--- config.mk ---
export PLATFORM = sky130hd
export DESIGN_NAME = pc_sequencer
export DESIGN_NICKNAME = d
export VERILOG_FILES = /design/src/rtl/pc_sequencer_pkg.sv /design/src/rtl/next_pc_sel.sv /design/src/rtl/pc_sequencer.sv
export SDC_FILE = /design/constraint.sdc
export NUM_CORES = 1
export LEC_CHECK = 0
export ABC_AREA = 1
export CAP_MARGIN = 20
export CELL_PAD_IN_SITES_DETAIL_PLACEMENT = 1
export CELL_PAD_IN_SITES_GLOBAL_PLACEMENT = 1
export CORE_UTILIZATION = 42
export CTS_CLUSTER_DIAMETER = 100
export DETAILED_ROUTE_END_ITERATION = 6
export PLACE_DENSITY = 0.85
export SLEW_MARGIN = 20
export SYNTH_ARGS = -nofsm -noshare
export SYNTH_HDL_FRONTEND = slang
export SYNTH_SLANG_ARGS = --single-unit
--- constraint.sdc ---
create_clock -name CLK -period 6.6 [get_ports CLK]
set_input_delay 1.65 -clock CLK [delete_from_list [all_inputs] [get_ports CLK]]
set_output_delay 1.65 -clock CLK [all_outputs]
set_load 0.02 [all_outputs]
--- src/rtl/pc_sequencer_pkg.sv ---
`default_nettype none
// ============================================================================
// Module      : pc_sequencer_pkg
// Description : Shared CPU constants and the PC sequencer state encoding.
// Revision    : 1.0 - initial release
// ============================================================================
package pc_sequencer_pkg;

    localparam int          PC_W             = 32;
    localparam logic [31:0] PC_STEP          = 32'd4;
    localparam logic [31:0] RESET_PC_DEFAULT = 32'd0;

    typedef enum logic [0:0] {
        ST_RUN   = 1'b0,
        ST_STALL = 1'b1
    } seq_state_e;

endpackage
`default_nettype wire

--- src/rtl/next_pc_sel.sv ---
`default_nettype none
// ============================================================================
// Module      : next_pc_sel
// Description : Branch/jump target computation and next-PC priority select.
//               Optional bne support when PC_SEQUENCER_BNE_EN is defined.
// Revision    : 1.0 - initial release
// ============================================================================
module next_pc_sel
    import pc_sequencer_pkg::*;
#(
    parameter int IMM_WIDTH = 8
) (
    input  logic [PC_W-1:0]      pc_plus4_i,
    input  logic                 beq_i,
    input  logic                 j_i,
    input  logic                 zero_i,
`ifdef PC_SEQUENCER_BNE_EN
    input  logic                 bne_i,
`endif
    input  logic [IMM_WIDTH-1:0] imm_i,
    output logic [PC_W-1:0]      next_pc_o,
    output logic                 taken_o
);

    logic [PC_W-1:0] w_off;
    logic [PC_W-1:0] w_tgt;
    logic            w_taken;

    // Word offset becomes a byte offset; the add wraps modulo 2^32.
    assign w_off = {{(PC_W-IMM_WIDTH){imm_i[IMM_WIDTH-1]}}, imm_i} << 2;
    assign w_tgt = pc_plus4_i + w_off;

    always_comb begin
        w_taken = 1'b0;
        if (j_i) begin
            w_taken = 1'b1;
        end else if (beq_i && zero_i) begin
            w_taken = 1'b1;
        end
`ifdef PC_SEQUENCER_BNE_EN
        else if (bne_i && !zero_i) begin
            w_taken = 1'b1;
        end
`endif
    end

    assign taken_o   = w_taken;
    assign next_pc_o = w_taken ? w_tgt : pc_plus4_i;

endmodule
`default_nettype wire

--- src/rtl/pc_sequencer.sv ---
`default_nettype none
// ============================================================================
// Module      : pc_sequencer
// Description : PC register with stall handling and captured redirects.
//               Macro PC_SEQUENCER_BNE_EN adds the BNE_signal input.
// Revision    : 1.0 - initial release
// ============================================================================
module pc_sequencer
    import pc_sequencer_pkg::*;
#(
    parameter logic [31:0] RESET_PC  = RESET_PC_DEFAULT,
    parameter int          IMM_WIDTH = 8
) (
    input  logic                 CLK,
    input  logic                 RESET,
    input  logic                 BUSYWAIT,
    input  logic                 BEQ_signal,
    input  logic                 J_signal,
`ifdef PC_SEQUENCER_BNE_EN
    input  logic                 BNE_signal,
`endif
    input  logic                 ZERO,
    input  logic [IMM_WIDTH-1:0] IMMEDIATE,
    output logic [PC_W-1:0]      PC,
    output logic [PC_W-1:0]      PC_PLUS4,
    output logic                 FETCH_EN,
    output logic                 REDIRECT_PENDING
);

    seq_state_e      state_q, state_d;
    logic [PC_W-1:0] pc_q, pc_d;
    logic [PC_W-1:0] pend_pc_q, pend_pc_d;
    logic            pend_valid_q, pend_valid_d;

    logic [PC_W-1:0] w_pc_plus4;
    logic [PC_W-1:0] w_decision;
    logic            w_taken;

    assign w_pc_plus4 = pc_q + PC_STEP;

    next_pc_sel #(
        .IMM_WIDTH (IMM_WIDTH)
    ) u_next_pc_sel (
        .pc_plus4_i (w_pc_plus4),
        .beq_i      (BEQ_signal),
        .j_i        (J_signal),
        .zero_i     (ZERO),
`ifdef PC_SEQUENCER_BNE_EN
        .bne_i      (BNE_signal),
`endif
        .imm_i      (IMMEDIATE),
        .next_pc_o  (w_decision),
        .taken_o    (w_taken)
    );

    always_ff @(posedge CLK) begin
        if (RESET) begin
            state_q      <= ST_RUN;
            pc_q         <= RESET_PC;
            pend_pc_q    <= RESET_PC;
            pend_valid_q <= 1'b0;
        end else begin
            state_q      <= state_d;
            pc_q         <= pc_d;
            pend_pc_q    <= pend_pc_d;
            pend_valid_q <= pend_valid_d;
        end
    end

    always_comb begin
        state_d      = state_q;
        pc_d         = pc_q;
        pend_pc_d    = pend_pc_q;
        pend_valid_d = pend_valid_q;
        unique case (state_q)
            ST_RUN: begin
                if (BUSYWAIT) begin
                    // Decode only holds this instruction's decision now, so capture it.
                    pend_pc_d    = w_decision;
                    pend_valid_d = w_taken;
                    state_d      = ST_STALL;
                end else begin
                    pc_d = w_decision;
                end
            end
            ST_STALL: begin
                if (!BUSYWAIT) begin
                    pc_d         = pend_pc_q;
                    pend_valid_d = 1'b0;
                    state_d      = ST_RUN;
                end
            end
            default: begin
                state_d = ST_RUN;
            end
        endcase
    end

    assign PC               = pc_q;
    assign PC_PLUS4         = w_pc_plus4;
    assign FETCH_EN         = !RESET;
    assign REDIRECT_PENDING = pend_valid_q;

endmodule
`default_nettype wire

==> impl_metrics.csv, run 1 <==
group,metric,value,unit
cells_and_area,multi_input_area,0.00403,mm2
sta,clock_skew,0.00710,ns
cells_and_area,finalNonFillerCells,1247,
clocking,hold_buffers,0,
run,max_cap_viol_count,0,
route,wl_per_cell,17.4,um
clocking,cts_tree,"done",
yosys,synth-seq-cells,66,
sta,report.final.slew_viol_count,0,
power,p_seq_frac,0.301,
cells_and_area,fillers,1948,
yosys,seq_area_frac_synth,0.217,
critical_path,cp_top_family,"simple AND/OR/NAND/NOR gates",
sta,final.setup.tns,0,ns
placed_design,dpl.hpwl,16500,um
floorplan,dieArea,0.0150,mm2
outcome,status,"completed",
hold_path,min_delay_path_depth,2,
critical_path,rr_endpoint,"PC[13]",
clocking,cts_buffer_depth,2,
sta,hold_viol,0,
critical_path,crit_chain,"ha_1 > nand2_2 > nor2_4 > nand2_4 > nor4_1 > or2_2 > nand2_1 > inv_1 > clkdlybuf4s50_1",
floorplan,core,0.0140,mm2
sta,period_share,0.707,
sta,setup_viol,0,
power,ir_worst_vdd,0.144,mV
clocking,clk_pin_slew_worst_paths,0.06,ns
placed_design,placedCellCount,1231,
floorplan,die_h,122,um
clocking,htreeDepth,3,
floorplan,die_w,122,um
power,p_per_area,224,mW/mm2
critical_path,worstSetupStartpointType,"register",
yosys,netlist_instances,1003,
global_route,grt_max_degree,51,
yosys,synth_top_cell_by_area,"dfxtp_1",
critical_path,arrival,3.01,ns
yosys,yosysUniqueCellTypes,47,
power,power_switching_share,0.388,
power,internal-power,994,uW
power,p_sw,631,uW
global_route,grt_pass1_wl,34400,um
yosys,synthArstFlopShare,0,
route,via_count,6676,
route,via_per_inst,5.35,
placed_design,gp_congestion,0.894,
sta,layout_setup_ws,1.94,ns
cells_and_area,drive_above_1_share,0.0619,
cells_and_area,final_net_count,1116,
critical_path,critPathMaxStageDelay,0.64,ns
route,drt_wl_total,21700,um
cells_and_area,syn2layout_area_growth,19.1,%
yosys,yosys_warnings,0,
global_route,grt_pass1_vias,6568,
power,combPwrFrac,0.382,
floorplan,ios,80,
cells_and_area,final-seq-area,0.00132,mm2
route,drt_iter0_markers,378,
sta,worstMarginPinSlew,1.09,ns
critical_path,reg2reg_depth,7,
clocking,clock_latency,0.34,ns
critical_path,crit-reg2reg-launch,"state_q",
sta,fin_crit,4.66,ns
yosys,yosys.area.top_type_share,0.217,
sta,maxSlewHeadroom,0.274,
yosys,synth_area_leaders,"dfxtp_1, nand2_1, ha_1",
global_route,grt_use_total,0.301,
placed_design,io_buffers,79,
yosys,synth_nets,1057,
power,clkPwrFrac,0.317,
critical_path,path_buf_inv,2,
yosys,synth_top_flop_cell,"dfxtp_1",
sta,fmax,0.214,GHz
clocking,postCtsSetupBuffers,0,
route,ant_nets,0,
floorplan,initial_utilization,0.435,
critical_path,criticalPathCategory,"reg -> out",
route,first_pass_iters,5,
hold_path,hold-path-endpoint,"PC[1]",
hold_path,worstHoldStart,"pend_pc_q[1]",
cells_and_area,diodes,0,
sta,rsz0062_at_grt,"false",
power,leakagePower,3.63,nW
global_route,grt_overflow,0,
hold_path,holdCritPathClass,"reg -> reg",
clocking,cts_buffers,9,
global_route,antenna_found_initial,0,
critical_path,cp-end-kind,"output pin",
clocking,cts_root_buf,"clkbuf_16",
floorplan,rows,43,
clocking,cts_sinks,66,
yosys,synth.cell_area,0.00608,mm2
yosys,synth_edf_count,0,
critical_path,worst-endpoint-required,4.95,ns
critical_path,slowest_stage,"clkdlybuf4s50_1",
critical_path,r2r_setup_slack,2.72,ns
yosys,syn_avg_cell_area,6.06,um2
clocking,cts-resized-gates,0,
placed_design,pre_cts_ws,2.08,ns
critical_path,cp_max_fo,6,
route,drc,0,
-- placed cells by master (no fill, tap or decap), types with 5 or more instances in the layout --
cell type / synthesis / routed
nand2_1: 295 / 295
inv_1: 130 / 130
nor2_1: 101 / 101
nand3_1: 84 / 84
clkdlybuf4s50_1: 0 / 79
a21oi_1: 74 / 74
dfxtp_1: 66 / 66
o21ai_0: 47 / 47
ha_1: 39 / 39
xor2_1: 17 / 17
o211ai_1: 16 / 16
nand4_1: 13 / 13
clkbuf_16: 0 / 9
or2_2: 8 / 8
nor2_4: 6 / 6
xnor2_1: 6 / 6
buf_4: 5 / 6
nor2_2: 5 / 5
nor3_1: 5 / 5
a31oi_1: 5 / 5
-- layout make-up --
type / count / area share
clock buffers: 11 / 0.0321
clock inverters: 5 / 0.0109
inverters: 137 / 0.0713
multi-input cells: 763 / 0.557
flip-flops and latches: 66 / 0.182
well taps: 180 / 0.0311
repair buffers: 85 / 0.115
-- flip-flops by register name, summed over array words and instances, names as in the netlist --
name,count
pend_pc_q,32
REDIRECT_PENDING,1
PC,32
state_q,1
-- power groups by stage --
| stage | combinational [mW] | sequential, mW | clock [mW] |
|---|---|---|---|
| floorplan | 0.379 | 0.501 | 0 |
| global placement | 0.595 | 0.493 | 0 |
| detailed placement | 0.609 | 0.495 | 0 |
| CTS | 0.616 | 0.488 | 0.521 |
| global route | 0.684 | 0.494 | 0.533 |
| finish | 0.620 | 0.489 | 0.516 |
-- metal layers --
| metal | share of wire | track usage | up-vias |
|---|---|---|---|
| li1 | - | - | 3332 |
| met1 | 0.48 | 0.413 | 3160 |
| met2 | 0.46 | 0.490 | 155 |
| met3 | 0.049 | 0.0349 | 29 |
| met4 | 0.018 | 0.0922 | 0 |
| met5 | 0 | 0 | - |
-- kinds of logic (layout without fill, tap and decap cells) --
kind of cell	after synthesis	after routing	share of synthesized area
AOI/OAI and AO/OA	157	157	0.143
buffers and inverters	174	238	0.120
adders and majority gates	40	40	0.0835
and+or+nand+nor	537	537	0.387
DFF	66	66	0.217
xor gates and xnor gates	29	29	0.0492
-- how the worst max path moves through the flow --
stage	startpoint	end	depth (start not counted)
2_1_floorplan	RESET	FETCH_EN	3
3_3_place_gp	RESET	FETCH_EN	3
3_5_place_dp	IMMEDIATE[7]	PC[15]	14
4_1_cts	PC[2]	PC_PLUS4[24]	9
5_1_grt	PC[2]	PC_PLUS4[24]	9
6_report	PC[2]	PC_PLUS4[24]	9
-- tightest hold or removal path, delay by kind of cell, from the launching register on --
family           cells  cell delay, ns
flip-flops           1            0.31
AND/OR/NAND/NOR      1            0.05
AO/OA/AOI/OAI        1            0.05
-- synth_stat cells, types with 5 or more instances --
| library cell | count |
|---|---|
| nand2_1 | 295 |
| o211ai_1 | 16 |
| o21ai_0 | 47 |
| nor3_1 | 5 |
| nor2_4 | 6 |
| nor2_1 | 101 |
| a21oi_1 | 74 |
| ha_1 | 39 |
| xnor2_1 | 6 |
| xor2_1 | 17 |
| nand4_1 | 13 |
| clkbuf_1 | 23 |
| a31oi_1 | 5 |
| nand3_1 | 84 |
| or2_2 | 8 |
| dfxtp_1 | 66 |
| inv_1 | 130 |
| nor2_2 | 5 |
| buf_4 | 5 |
-- through the flow --
stage	power (mW)	area [um2]	hold slack, ns	utilization
floorplan	0.880	6080	0.431	-
global placement	1.09	6930	0.451	0.496
detailed placement	1.10	6930	0.446	0.496
CTS	1.62	7240	0.458	0.518
global route	1.71	7240	0.479	0.518
finish	1.62	7240	0.459	0.518
Power figures use the tool's default switching activity.
==> inputs of run 2 (changes only) <==
CORE_UTILIZATION = 39   (was 42)
PLACE_DENSITY = 0.79   (was 0.85)
clock period = 4.5 ns   (was 6.6 ns; I/O delays follow)
==> run 2 against run 1 <==
  * Worst setup slack worse by 1.5 ns
  * Critical path depth stayed put
  * Core utilization is 3.9 points lower
  * Register-to-register slack worse by 1.9 ns
  * Clock-buffer cell count stayed put
  * Cell count is 0.96% higher
  * Non-clock buffer count is 4 higher
  * Hold slack worse by 0.0031 ns
  * Flip-flop and latch count stayed put
  * Critical endpoint unchanged
  * Largest cell class unchanged
==> impl_metrics.csv, run 2 (synthesis gave the netlist of run 1 again) <==
group,metric,value,unit
route,via_per_inst,5.28,
global_route,grt_max_degree,51,
cells_and_area,finalNonFillerCells,1259,
cells_and_area,syn2layout_area_growth,19.7,%
sta,final.setup.tns,0,ns
sta,maxSlewHeadroom,0.385,
sta,fin_crit,4.04,ns
placed_design,dpl.hpwl,17000,um
clocking,cts_tree,"done",
critical_path,reg2reg_depth,19,
floorplan,rows,45,
placed_design,io_buffers,79,
critical_path,path_buf_inv,2,
clocking,cts_root_buf,"clkbuf_16",
critical_path,slowest_stage,"clkdlybuf4s50_1",
power,leakagePower,3.64,nW
critical_path,worstSetupStartpointType,"register",
cells_and_area,diodes,0,
floorplan,initial_utilization,0.400,
route,via_count,6643,
cells_and_area,layout_common_cells,"nand2_1, inv_1, nor2_1",
critical_path,arrival,2.92,ns
critical_path,cp_top_family,"simple AND/OR/NAND/NOR gates",
route,first_pass_iters,5,
sta,worstMarginPinSlew,0.921,ns
run,max_cap_viol_count,0,
floorplan,dieArea,0.0161,mm2
clocking,cts-resized-gates,0,
clocking,htreeDepth,3,
placed_design,gp_congestion,0.886,
route,wl_per_cell,17.3,um
critical_path,worst-endpoint-required,3.38,ns
route,drc,0,
power,p_per_area,323,mW/mm2
cells_and_area,drive_above_1_share,0.0663,
hold_path,hold-path-endpoint,"PC[0]",
critical_path,cp_max_fo,6,
global_route,grt_use_total,0.279,
cells_and_area,final_core_util,0.479,
floorplan,core,0.0152,mm2
clocking,cts_buffers,9,
outcome,status,"completed",
sta,report.final.slew_viol_count,0,
route,ant_nets,0,
global_route,grt_overflow,0,
clocking,clock_latency,0.34,ns
critical_path,criticalPathCategory,"reg -> out",
sta,setup_viol,0,
hold_path,holdCritPathClass,"reg -> reg",
critical_path,rr_endpoint,"PC[15]",
cells_and_area,layout_commonest_cell,"nand2_1",
sta,clock_skew,0.00637,ns
floorplan,ios,80,
floorplan,die_w,127,um
sta,period_share,0.898,
sta,hold_viol,0,
critical_path,cp-end-kind,"output pin",
global_route,grt_pass1_wl,34800,um
route,drt_iter0_markers,368,
critical_path,r2r_setup_slack,0.78,ns
critical_path,critPathMaxStageDelay,0.62,ns
sta,rsz0062_at_grt,"false",
hold_path,worstHoldStart,"pend_pc_q[0]",
hold_path,min_delay_path_depth,2,
clocking,postCtsSetupBuffers,0,
clocking,cts_buffer_depth,2,
sta,fmax,0.247,GHz
cells_and_area,final_net_count,1120,
critical_path,crit-reg2reg-launch,"PC[2]",
power,finalPower,2.35,mW
critical_path,crit_chain,"ha_1 > nand2_2 > nor2_4 > nand2_4 > nor4_1 > or2_2 > nand2_1 > inv_1 > clkdlybuf4s50_1",
clocking,clk_pin_slew_worst_paths,0.06,ns
global_route,grt_pass1_vias,6652,
clocking,cts_sinks,66,
clocking,hold_buffers,0,
route,drt_wl_total,21700,um
global_route,antenna_found_initial,0,
placed_design,placedCellCount,1243,
power,ir_worst_vdd,0.203,mV
floorplan,die_h,127,um
-- run 2: cell types whose count changed in the layout (fill, tap and decap cells not counted) --
cell and delta:
buf_4 +4, clkbuf_8 +1, clkinv_2 -2, bufinv_16 -1
inv_6 +1, clkbuf_1 -1, clkinvlp_4 +2
-- run 2: stage by stage --
step / cell area (um2) / hold WS, ns / setup WS [ns]
6_report: 7280 / 0.456 / 0.459
5_1_grt: 7280 / 0.490 / 0.304
4_1_cts: 7280 / 0.462 / 0.464
3_5_place_dp: 6970 / 0.448 / 0.455
3_3_place_gp: 6970 / 0.448 / 0.511
2_1_floorplan: 6080 / 0.431 / 1.28
-- run 2: power breakdown --
part | internal [mW] | total [mW] | switching [mW]
Sequential | 0.642 | 0.713 | 0.0711
Combinational | 0.336 | 0.917 | 0.582
Clock | 0.447 | 0.718 | 0.272
-- run 2: per-layer routing --
metal  share of wire  routed length (um)  GRT usage
met2            0.45                9870      0.456
met4           0.020                 437     0.0819
met5               0                   0          0
met3           0.053                1160     0.0354
met1            0.47               10300      0.383
-- run 2: worst max path at each step --
stage / startpoint / end / slack (ns) / cells after the start
4_1_cts: PC[2] / PC_PLUS4[24] / 0.46 / 9
3_5_place_dp: IMMEDIATE[7] / pend_pc_q[26] / 0.45 / 14
5_1_grt: PC[2] / PC_PLUS4[24] / 0.30 / 9
3_3_place_gp: IMMEDIATE[7] / PC[30] / 0.51 / 14
6_report: PC[2] / PC_PLUS4[24] / 0.46 / 9
2_1_floorplan: PC[2] / PC[15] / 1.28 / 18
-- run 2: cell type report --
| class | count | area [um2] |
|---|---|---|
| Clock buffer | 11 | 243 |
| Clock inverter | 5 | 62.6 |
| Fill cell | 2098 | 7930 |
| Inverter | 137 | 517 |
| Multi-Input combinational cell | 763 | 4030 |
| Sequential cell | 66 | 1320 |
| Tap cell | 188 | 235 |
| Timing Repair Buffer | 89 | 866 |
-- run 2: worst register-to-register path: stages, from the launching register on --
cell     delay (ns)
dfxtp_1        0.46
ha_1           0.32
nand2_2        0.10
nor2_4         0.21
nand2_4        0.13
nor2_8         0.15
inv_4          0.07
nor2_8         0.11
xor2_2         0.27
ha_1           0.34
nand2_1        0.17
nor2_1         0.11
and2_1         0.16
nand2_1        0.07
nand2_1        0.14
or2_2          0.31
nand3_1        0.07
nand2_1        0.08
o21ai_0        0.20
a21oi_1        0.09
